**config.mk**
```make
export PLATFORM = sky130hd
export DESIGN_NAME = instruction_loader
export DESIGN_NICKNAME = d
export VERILOG_FILES = /design/src/rtl/instruction_loader.sv
export SDC_FILE = /design/constraint.sdc
export NUM_CORES = 1
export LEC_CHECK = 0
export CAP_MARGIN = 20
export CORE_MARGIN = 2
export CORE_UTILIZATION = 54
export CTS_BUF_LIST = sky130_fd_sc_hd__clkbuf_2
export CTS_CLUSTER_DIAMETER = 80
export CTS_CLUSTER_SIZE = 20
export DETAILED_ROUTE_END_ITERATION = 10
export MAX_ROUTING_LAYER = met4
export PLACE_DENSITY = 0.83
export SLEW_MARGIN = 20
export SYNTH_ARGS = -nofsm -noshare
export SYNTH_HDL_FRONTEND = slang
export SYNTH_SLANG_ARGS = --single-unit
```
**constraint.sdc**
```tcl
create_clock -name clk_i -period 2.5 [get_ports clk_i]
set_input_delay 0.25 -clock clk_i [delete_from_list [all_inputs] [get_ports clk_i]]
set_output_delay 0.25 -clock clk_i [all_outputs]
set_load 0.05 [all_outputs]
```
**src/rtl/instruction_loader.sv**
```systemverilog
// Streams 32-bit instruction words into a byte-wide, big-endian instruction memory
// write port, one byte per cycle, starting at BASE_ADDR.
module instruction_loader #(
    parameter int ADDR_WIDTH = 10,
    parameter int BASE_ADDR  = 0
) (
    input  logic                  clk_i,
    input  logic                  rst_i,
    input  logic                  start_i,
    input  logic [ADDR_WIDTH-2:0] length_i,
    input  logic [31:0]           in_word_i,
    input  logic                  in_valid_i,
    output logic                  in_ready_o,
    output logic                  write_enable_o,
    output logic [ADDR_WIDTH-1:0] write_address_o,
    output logic [7:0]            write_data_o,
    output logic                  busy_o,
    output logic                  done_o,
    output logic                  error_o
);

    typedef enum logic [1:0] {IDLE, ACCEPT, WRITE, DONE} state_e;

    // Two extra bits so BASE_ADDR + 4*Length can never wrap during the overflow check.
    localparam int CW = ADDR_WIDTH + 2;
    localparam logic [CW-1:0]         BASE_EXT = CW'(BASE_ADDR);
    localparam logic [CW-1:0]         MEM_SIZE = CW'(1) << ADDR_WIDTH;
    localparam logic [ADDR_WIDTH-1:0] BASE_A   = ADDR_WIDTH'(BASE_ADDR);

    state_e                state_q;
    logic [ADDR_WIDTH-1:0] addr_q;
    logic [ADDR_WIDTH-2:0] rem_q;
    logic [31:0]           word_q;
    logic [1:0]            idx_q;

    logic [CW-1:0]         req_end;
    logic                  overflow;
    logic [1:0]            idx_d;

    function automatic logic [7:0] byte_sel(input logic [31:0] word, input logic [1:0] idx);
        logic [7:0] b;
        case (idx)
            2'd0:    b = word[31:24];
            2'd1:    b = word[23:16];
            2'd2:    b = word[15:8];
            2'd3:    b = word[7:0];
            default: b = 8'h00;
        endcase
        return b;
    endfunction

    // Overflow test, next byte index and the combinational ready.
    always_comb begin
        req_end    = BASE_EXT + (CW'(length_i) << 2);
        overflow   = (req_end > MEM_SIZE);
        idx_d      = idx_q + 2'd1;
        in_ready_o = (state_q == ACCEPT);
    end

    // Session FSM with registered write-port and status outputs.
    always_ff @(posedge clk_i) begin
        if (rst_i) begin
            state_q         <= IDLE;
            addr_q          <= '0;
            rem_q           <= '0;
            word_q          <= 32'h0;
            idx_q           <= 2'd0;
            write_enable_o  <= 1'b0;
            write_address_o <= '0;
            write_data_o    <= 8'h00;
            busy_o          <= 1'b0;
            done_o          <= 1'b0;
            error_o         <= 1'b0;
        end else begin
            case (state_q)
                IDLE: begin
                    write_enable_o <= 1'b0;
                    done_o         <= 1'b0;
                    if (start_i) begin
                        busy_o <= 1'b1;
                        if (overflow) begin
                            error_o <= 1'b1;
                            done_o  <= 1'b1;
                            state_q <= DONE;
                        end else if (length_i == '0) begin
                            error_o <= 1'b0;
                            done_o  <= 1'b1;
                            state_q <= DONE;
                        end else begin
                            error_o <= 1'b0;
                            addr_q  <= BASE_A;
                            rem_q   <= length_i;
                            state_q <= ACCEPT;
                        end
                    end else begin
                        busy_o <= 1'b0;
                    end
                end
                ACCEPT: begin
                    if (in_valid_i) begin
                        word_q          <= in_word_i;
                        idx_q           <= 2'd0;
                        write_enable_o  <= 1'b1;
                        write_address_o <= addr_q;
                        write_data_o    <= byte_sel(in_word_i, 2'd0);
                        state_q         <= WRITE;
                    end else begin
                        write_enable_o <= 1'b0;
                    end
                end
                WRITE: begin
                    if (idx_q == 2'd3) begin
                        write_enable_o <= 1'b0;
                        addr_q         <= addr_q + ADDR_WIDTH'(4);
                        rem_q          <= rem_q - (ADDR_WIDTH-1)'(1);
                        if (rem_q == (ADDR_WIDTH-1)'(1)) begin
                            done_o  <= 1'b1;
                            state_q <= DONE;
                        end else begin
                            state_q <= ACCEPT;
                        end
                    end else begin
                        idx_q           <= idx_d;
                        write_enable_o  <= 1'b1;
                        write_address_o <= addr_q + ADDR_WIDTH'(idx_d);
                        write_data_o    <= byte_sel(word_q, idx_d);
                    end
                end
                DONE: begin
                    write_enable_o <= 1'b0;
                    done_o         <= 1'b0;
                    busy_o         <= 1'b0;
                    state_q        <= IDLE;
                end
                default: begin
                    write_enable_o <= 1'b0;
                    done_o         <= 1'b0;
                    busy_o         <= 1'b0;
                    state_q        <= IDLE;
                end
            endcase
        end
    end

endmodule

```
==> impl_metrics.ini, run 1 <==
[run_status]
status = finished clean

[yosys]
syn_area_per_cell_um2 = 8.127
synth_area_leaders = dfxtp_1 (42%), nand2_1 (10%), a21oi_1 (7.7%)
seq_area_frac_synth_pct = 42.18
synth_flop_cell = dfxtp_1
synth_nets = 498
synth_async_sr_flop_share_pct = 0
syn_inst = 438
synth.cells.most_frequent = nand2_1 (97), dfxtp_1 (75), a21oi_1 (55)
ys_seq_elements = 75
synth_top_area_share_pct = 42.18
synth_area_um2 = 3560
yosys.area.top_type = dfxtp_1
synth_warnings = 0
synth_edf_count = 0
synth_cell_types = 52
yosysMostFrequentCell = nand2_1

[route]
drc_errors = 0
ant_nets = 0
vias = 3359
dr.pass1.iters = 6
drt_iter0_drc = 285
viasPerCell = 5.674
wl_per_cell_um = 15.04
wl_um = 8902

[clocking]
cts_buffer_depth = 2
clk-insertion-delay-late_ns = 0.55
root_buffer = clkbuf_2
cts_tree = yes
ctsHoldBuffers = 0
clk_pin_slew_worst_paths_ns = 0.22
cts_buffers = 9
h-tree-depth = 3
clock_sinks = 75

[setup_path]
critPathKind = register to output pin
cp_max_fo = 7
timing.rr.end = addr_q[8]
path_delay_family = buffers and inverters
arrival_ns = 1.94
cp_slowest_cell = dlygate4sd2_1
crit_path_end_kind = output pin
r2r_cells = 7
critPathBufInv = 2
critical_path_depth = 3
path_cells = inv_1 -> ha_1 -> dlygate4sd2_1
r2r_slack_ns = 0.47
startpoint = state_q[1]
crit_required_ns = 2.25
max_stage_delay_ns = 0.57
critPathLaunchType = register
worst_r2r_startpoint = state_q[0]

[hold_path]
min_to = idx_q[0]
hold_start = rst_i
min_path_type = primary input to register
holdPathStages = 2

[global_route]
antenna_found_initial = 0
gr-total-overflow = 0
grt_max_degree = 33
grt_pass1_wl_um = 14520
grt_pass1_vias = 3266
grtUsageTotal_pct = 25.64

[timing]
finalSetupViolations = 0
grt_setup_unrepaired = no
hold_viol_final = 0
max_slew_margin_pct = 51.62
maxSlewViolCount = 0
tightest_slew_ns = 0.7190
fmax_mhz = 455.9
finalClockSkew_ns = 0.02877
fin_ws_ns = 0.3066
setup_tns_ns = 0
fin_crit_sh_pct = 87.74
finalCriticalPeriod_ns = 2.193

[finish]
fill_cells = 515
syn_to_final_growth_pct = 25.87
postLayoutCoreUtil_pct = 70.56
drive_above_1_share_pct = 10.10
n_antenna_cell = 0
nets = 570

[floorplan]
rows = 29
initial_core_util_pct = 56.06
core_area_um2 = 6350
ios = 68
fp.dieW_um = 85.19
die_y_um = 85.19
die_area_um2 = 7257

[placement]
port_buffers = 67
place_ws_ns = -0.1185
dp_hpwl_um = 6546
gp_congestion = 0.9253

[pwr]
power_frac_comb_pct = 50.4
cellLeakagePower_nw = 1.626
p_int_mw = 2.450
swShare_pct = 45.55
peakVddDrop_mv = 0.7136
total_power_mw = 4.501
power_frac_clock_pct = 14.0
p_per_area_nw_per_um2 = 1004
p_switching_mw = 2.050
seqPwrFrac_pct = 35.6

[flow_run]
drv_cap = 0
==> cell usage in the layout (no fill, tap or decap), types with 12 or more instances in the layout <==
cell type and instances:
a21oi_1 55, buf_4 21, clkdlybuf4s50_1 65, dfxtp_1 75, ha_1 15, inv_1 12
nand2_1 97, nor2_1 34, o21ai_0 13
==> timing repair <==
item                       4_1_cts  5_1_grt
setup endpoints to repair        1        0
gates resized for setup          1        0
buffers inserted                 0        0
==> per-layer routing <==
layer	up-vias	part of all wire [%]	GRT usage (%)
met4	0	1.6	10.10
met2	112	49	41.34
li1	1675	-	-
met1	1553	43	30.99
met5	-	0	-
met3	19	6.4	6.128
==> power groups by stage <==
stage	Sequential [mW]	Combinational (mW)	Clock [mW]
CTS	1.60	2.26	0.631
floorplan	1.92	1.27	0
global route	1.63	2.47	0.688
finish	1.60	2.27	0.630
detailed placement	1.63	2.25	0
global placement	1.62	2.20	0
==> logic make-up after synthesis <==
group | after synthesis | share of synthesized area [%]
mux | 9 | 2.566
buf+inv | 40 | 4.639
other cells | 1 | 0.1053
fa+ha+maj | 15 | 5.272
compound gates | 118 | 21.51
flops | 75 | 42.18
xor+xnor | 8 | 1.968
simple gates | 172 | 21.76
==> final cells by class <==
class | count | area (µm²) | share of cell area [%]
inverters | 12 | 45.04 | 1.005
flip-flops and latches | 75 | 1501 | 33.51
repair buffers | 89 | 842.1 | 18.79
well taps | 77 | 96.34 | 2.150
clock inverters | 7 | 57.56 | 1.285
multi-input cells | 323 | 1893 | 42.25
clock buffers | 9 | 45.04 | 1.005
==> registers in the layout, indices dropped and copies added, names as in the netlist <==
register / cells
write_data_o: 8
idx_q: 2
rem_q: 9
write_address_o: 10
done_o: 1
busy_o: 1
state_q: 2
write_enable_o: 1
word_q: 32
addr_q: 8
error_o: 1
==> stage by stage <==
| stage | cells | cell area (µm²) | hold slack (ns) |
|---|---|---|---|
| 2_1_floorplan | 438 | 3560 | 0.3860 |
| 3_3_place_gp | 576 | 4379 | 0.4412 |
| 3_5_place_dp | 576 | 4379 | 0.4494 |
| 4_1_cts | 592 | 4481 | 0.1742 |
| 5_1_grt | 592 | 4481 | 0.1928 |
| 6_report | 592 | 4481 | 0.1969 |
==> how the worst max path moves through the flow <==
stage | end | slack, ns
after global routing | in_ready_o | 0.17
final | in_ready_o | 0.31
after global placement | rem_q[6] | -0.02
after detailed placement | addr_q[8] | -0.12
after CTS | in_ready_o | 0.28
after floorplan | write_address_o[8] | 0.49
Power figures use the tool's default switching activity.
==> run 2, diff against run 1 <==
--- a/config.mk
+++ b/config.mk
@@ -7,13 +7,12 @@
 export LEC_CHECK = 0
 export CAP_MARGIN = 20
 export CORE_MARGIN = 2
-export CORE_UTILIZATION = 54
+export CORE_UTILIZATION = 30
 export CTS_BUF_LIST = sky130_fd_sc_hd__clkbuf_2
 export CTS_CLUSTER_DIAMETER = 80
 export CTS_CLUSTER_SIZE = 20
 export DETAILED_ROUTE_END_ITERATION = 10
 export MAX_ROUTING_LAYER = met4
-export PLACE_DENSITY = 0.83
 export SLEW_MARGIN = 20
 export SYNTH_ARGS = -nofsm -noshare
 export SYNTH_HDL_FRONTEND = slang
==> constraint.sdc (replaced) <==
create_clock -name clk_i -period 2.3 [get_ports clk_i]
set_input_delay 0.23 -clock clk_i [delete_from_list [all_inputs] [get_ports clk_i]]
set_output_delay 0.23 -clock clk_i [all_outputs]
set_load 0.05 [all_outputs]
==> run 2 against run 1 <==
Effect of this change:
- the flow now finishes with violations (DRC)
- register-to-register slack worse by 0.31 ns
- final cell count increased by 13%
- global-route usage fell by 10 points
- combinational power grew 10%
- sequential cell count stayed put
- worst hold slack lost 0.085 ns
- sequential power grew 9%
- sequential share of layout area decreased by 1.1 points
- via count is 0.51% lower
- final area increased by 3.5%
- power up 11%
- first-iteration DRC count is 17% lower
==> impl_metrics.ini, run 2 (same netlist as run 1, synthesis figures left out) <==
[clocking]
cts_resized = 1
clk_pin_slew_worst_paths_ns = 0.24
ctsHoldBuffers = 0
post_cts_buffers = 0
clock_sinks = 75
cts_buffer_depth = 2
clk-insertion-delay-late_ns = 0.52
h-tree-depth = 3
cts_tree = yes
root_buffer = clkbuf_2
cts_buffers = 9

[pwr]
p_per_area_nw_per_um2 = 1081
total_power_mw = 5.015
peakVddDrop_mv = 0.6111
cellLeakagePower_nw = 1.678

[finish]
design_area_um2 = 4639
postLayoutCoreUtil_pct = 40.29
final_cell_mix = nand2_1 (97), dfxtp_1 (75), clkdlybuf4s50_1 (65), a21oi_1 (55), nor2_1 (34)
top_regs = word_q (32), write_address_o (10), rem_q (9)
nets = 578
drive_above_1_share_pct = 11.47
syn_to_final_growth_pct = 30.33
largest_reg_flops = 32
layout_commonest_cell = nand2_1
fin_cells = 666
regMostFlops = word_q
n_antenna_cell = 0

[route]
ant_nets = 0
vias = 3342
drt_iter0_drc = 236
wl_per_cell_um = 13.89
dr.pass1.iters = 8
viasPerCell = 5.018
drc_errors = 6
wl_um = 9249

[setup_path]
path_cells = inv_1 -> ha_1 -> dlygate4sd2_1
r2r_slack_ns = 0.16
arrival_ns = 1.94
cp_max_fo = 7
crit_path_end_kind = output pin
cp_slowest_cell = dlygate4sd2_1
critPathLaunchType = register
crit_required_ns = 2.07
max_stage_delay_ns = 0.57
r2r_cells = 7
critPathKind = register to output pin

[timing]
maxSlewViolCount = 0
max_slew_margin_pct = 55.86
tightest_slew_ns = 0.6561
grt_setup_unrepaired = no
hold_viol_final = 0
finalSetupViolations = 0
fmax_mhz = 460.3
fin_crit_sh_pct = 94.47
setup_tns_ns = 0
finalCriticalPeriod_ns = 2.173
finalClockSkew_ns = 0.02770

[hold_path]
holdPathStages = 4
min_path_type = primary input to register

[floorplan]
fp.dieW_um = 112.9
rows = 39
core_area_um2 = 11520
ios = 68
initial_core_util_pct = 30.91
die_y_um = 112.9
die_area_um2 = 12750

[placement]
dp_cells = 650
gp_congestion = 0.7970
dp_hpwl_um = 6878
port_buffers = 67
placed_cell_area_um2 = 4522

[run_status]
violations = DRC
status = finished, violations left

[global_route]
grt_pass1_vias = 3165
grt_pass1_wl_um = 15190
grtUsageTotal_pct = 15.27
gr-total-overflow = 0
antenna_found_initial = 0
grt_max_degree = 42

[flow_run]
drv_cap = 0
## run 2: changes by cell type in the layout (fill, tap and decap cells not counted)
cell,change
inv_8,-1
clkinvlp_4,-1
clkinv_2,+1
buf_4,+8
bufinv_16,+1
## run 2: per-stage QoR
stage / setup slack, ns / hold slack (ns)
2_1_floorplan: 0.2865 / 0.3660
3_3_place_gp: -0.1673 / 0.4416
3_5_place_dp: -0.2174 / 0.4465
4_1_cts: 0.1044 / 0.07797
5_1_grt: 0.01746 / 0.07894
6_report: 0.1273 / 0.1119
## run 2: layer usage
| metal | vias up | part of all wire, % | track usage, % |
|---|---|---|---|
| li1 | 1692 | - | - |
| met1 | 1555 | 48 | 20.83 |
| met2 | 85 | 46 | 23.25 |
| met3 | 10 | 5.4 | 2.678 |
| met4 | 0 | 1.0 | 4.634 |
| met5 | - | 0 | - |
## run 2: final timing paths
path,end,startpoint
worst min register to register,word_q[15],word_q[15]
worst max register to register,addr_q[6],state_q[0]
worst min-delay path,addr_q[7],rst_i
worst max-delay path,in_ready_o,state_q[1]
## run 2: cell type report
class | count | area (µm²)
Inverter | 12 | 45.04
Sequential cell | 75 | 1501
Timing Repair Buffer | 97 | 902.1
Clock buffer | 9 | 45.04
Fill cell | 1192 | 6877
Multi-Input combinational cell | 323 | 1893
Clock inverter | 7 | 73.82
Tap cell | 143 | 178.9
## run 2: power by group
part | internal (mW) | switching (mW) | total (mW) | leakage, nW
clock | 0.259 | 0.500 | 0.760 | 0.0731
combinational | 0.991 | 1.51 | 2.50 | 0.994
sequential | 1.56 | 0.193 | 1.75 | 0.611
total | 2.81 | 2.21 | 5.01 | 1.68
## run 2: critical path, delay by kind of cell, from the launching register on
kind / cells / cell delay [ns]
buffers and inverters: 2 / 0.69
flip-flops: 1 / 0.42
adder cells (fa/ha/maj): 1 / 0.33
==> run 3, diff against run 2 <==
--- a/config.mk
+++ b/config.mk
@@ -6,6 +6,7 @@
 export NUM_CORES = 1
 export LEC_CHECK = 0
 export CAP_MARGIN = 20
+export CORE_ASPECT_RATIO = 0.75
 export CORE_MARGIN = 2
 export CORE_UTILIZATION = 30
 export CTS_BUF_LIST = sky130_fd_sc_hd__clkbuf_2
==> run 3 against run 2 <==
Effect of this change:
- the flow now finishes without violations
- clock-buffer cell count stayed put
- sequential power hardly changed
- utilization is 0.55 points lower
- final area is 0.89% lower
- sequential cell count stayed put
- register-to-register slack better by 0.096 ns
- final cell count is 1.8% higher
- largest cell class unchanged
- largest power group unchanged
==> impl_metrics.ini, run 3 (same netlist as run 1, synthesis figures left out) <==
[global_route]
met2_usage_pct = 21.91
grt.met3_usage_pct = 4.877
grt_pass1_vias = 3150
grt_max_degree = 33
grt_pass1_wl_um = 15430
gr-max-usage-layer = met1
grtUsageTotal_pct = 15.90
use_met1_pct = 22.33
antenna_found_initial = 0
gr-total-overflow = 0

[setup_path]
path_cells = inv_1 -> ha_1 -> or2b_1 -> o21a_1 -> o21ai_0 -> a221oi_1
crit_path_end_kind = register
critPathBufInv = 1
critPathKind = register to register
r2r_cells = 6
startpoint = state_q[0]
worst_r2r_startpoint = state_q[0]
arrival_ns = 2.50
path_delay_family = compound AO/OA/AOI/OAI gates
timing.rr.end = rem_q[0]
cp_max_fo = 7
endpoint = rem_q[0]
crit_required_ns = 2.76
r2r_slack_ns = 0.26
max_stage_delay_ns = 0.44
critPathLaunchType = register
cp_slowest_cell = dfxtp_1
critical_path_depth = 6

[timing]
tightest_slew_ns = 0.6777
max_slew_margin_pct = 54.40
finalSetupViolations = 0
maxSlewViolCount = 0
finalCriticalPeriod_ns = 2.044
finalClockSkew_ns = 0.03409
grt_setup_unrepaired = no
fin_ws_ns = 0.2565
fin_hold_ws_ns = 0.06729
hold_viol_final = 0
fmax_mhz = 489.3
setup_tns_ns = 0
fin_crit_sh_pct = 88.85

[flow_run]
drv_cap = 0

[pwr]
cellLeakagePower_nw = 1.642
total_power_mw = 4.914
power_frac_clock_pct = 14.1
p_int_mw = 2.747
p_per_area_nw_per_um2 = 1069
swShare_pct = 44.10
power_frac_comb_pct = 50.3
seqPwrFrac_pct = 35.6
peakVddDrop_mv = 0.6579
p_switching_mw = 2.167

[route]
ant_nets = 0
viasPerCell = 4.916
drc_errors = 0
wl_um = 9589
vias = 3333
drt_iter0_drc = 307
dr.pass1.iters = 6
wl_per_cell_um = 14.14

[finish]
syn_to_final_growth_pct = 29.17
top_regs = word_q (32), write_address_o (10), rem_q (9)
n_antenna_cell = 0
largest_reg_flops = 32
nets = 572
regMostFlops = word_q
final_cell_mix = nand2_1 (97), dfxtp_1 (75), clkdlybuf4s50_1 (65), a21oi_1 (55), nor2_1 (34)
fill_cells = 1221
layout_commonest_cell = nand2_1
drive_above_1_share_pct = 10.27

[clocking]
root_buffer = clkbuf_2
ctsHoldBuffers = 0
clk-insertion-delay-late_ns = 0.53
post_cts_buffers = 0
clock_sinks = 75
clk_pin_slew_worst_paths_ns = 0.21
cts_buffers = 9
cts_buffer_depth = 2
cts_tree = yes
cts_resized = 1
h-tree-depth = 3

[hold_path]
hold_start = rst_i
min_path_type = primary input to register

[placement]
port_buffers = 67
dp_hpwl_um = 7064
place_ws_ns = -0.3028
gp_congestion = 0.8557

[floorplan]
die_y_um = 98.34
ios = 68
die_area_um2 = 12760
core_area_um2 = 11570
initial_core_util_pct = 30.76
rows = 34
fp.dieW_um = 129.8

[run_status]
status = finished clean
## run 3: cell count changes in the layout (fill, tap and decap cells not counted)
cell and change:
dlygate4sd2_1 -1, inv_6 -3, buf_4 -6, clkinvlp_4 -1, clkbuf_2 +1, clkinv_2 +1
clkinv_4 +1, clkinv_1 +1
## run 3: worst min path at each step
| stage | endpoint | cells past startpoint |
|---|---|---|
| 4_1_cts | rem_q[7] | 2 |
| 3_3_place_gp | word_q[25] | 2 |
| 3_5_place_dp | word_q[6] | 2 |
| 6_report | rem_q[7] | 2 |
| 2_1_floorplan | word_q[0] | 2 |
| 5_1_grt | rem_q[4] | 2 |
## run 3: through the flow
stage                     util, %  cells  cell area, µm²
after detailed placement    38.89    663            4501
after floorplan                 -    438            3560
final                       39.74    678            4598
after CTS                   39.77    678            4602
after global placement      38.89    663            4501
after global routing        39.74    678            4598
## run 3: worst register-to-register path: stages (launching register included)
cell and delay (ns):
dfxtp_1 0.44, inv_1 0.11, ha_1 0.28, or2b_1 0.35, o21a_1 0.34, o21ai_0 0.15, a221oi_1 0.32
## run 3: final cells by class
type	instances	area [µm²]	share of cell area (%)
well taps	162	202.7	4.408
clock inverters	6	57.56	1.252
repair buffers	91	853.3	18.56
clock buffers	9	45.04	0.9796
inverters	12	45.04	0.9796
multi-input cells	323	1893	41.17
flip-flops and latches	75	1501	32.65
## run 3: routing by layer
layer	vias up	wire length (µm)
met1	1534	4928
met2	119	3880
li1	1667	-
met3	13	694
met4	0	87
met5	-	0
## run 3: power by group through the flow
stage	Combinational (mW)	Sequential, mW	Clock (mW)
3_3_place_gp	2.44	1.77	0
4_1_cts	2.47	1.75	0.724
6_report	2.47	1.75	0.691
2_1_floorplan	1.38	2.09	0
3_5_place_dp	2.47	1.78	0
5_1_grt	2.69	1.79	0.782
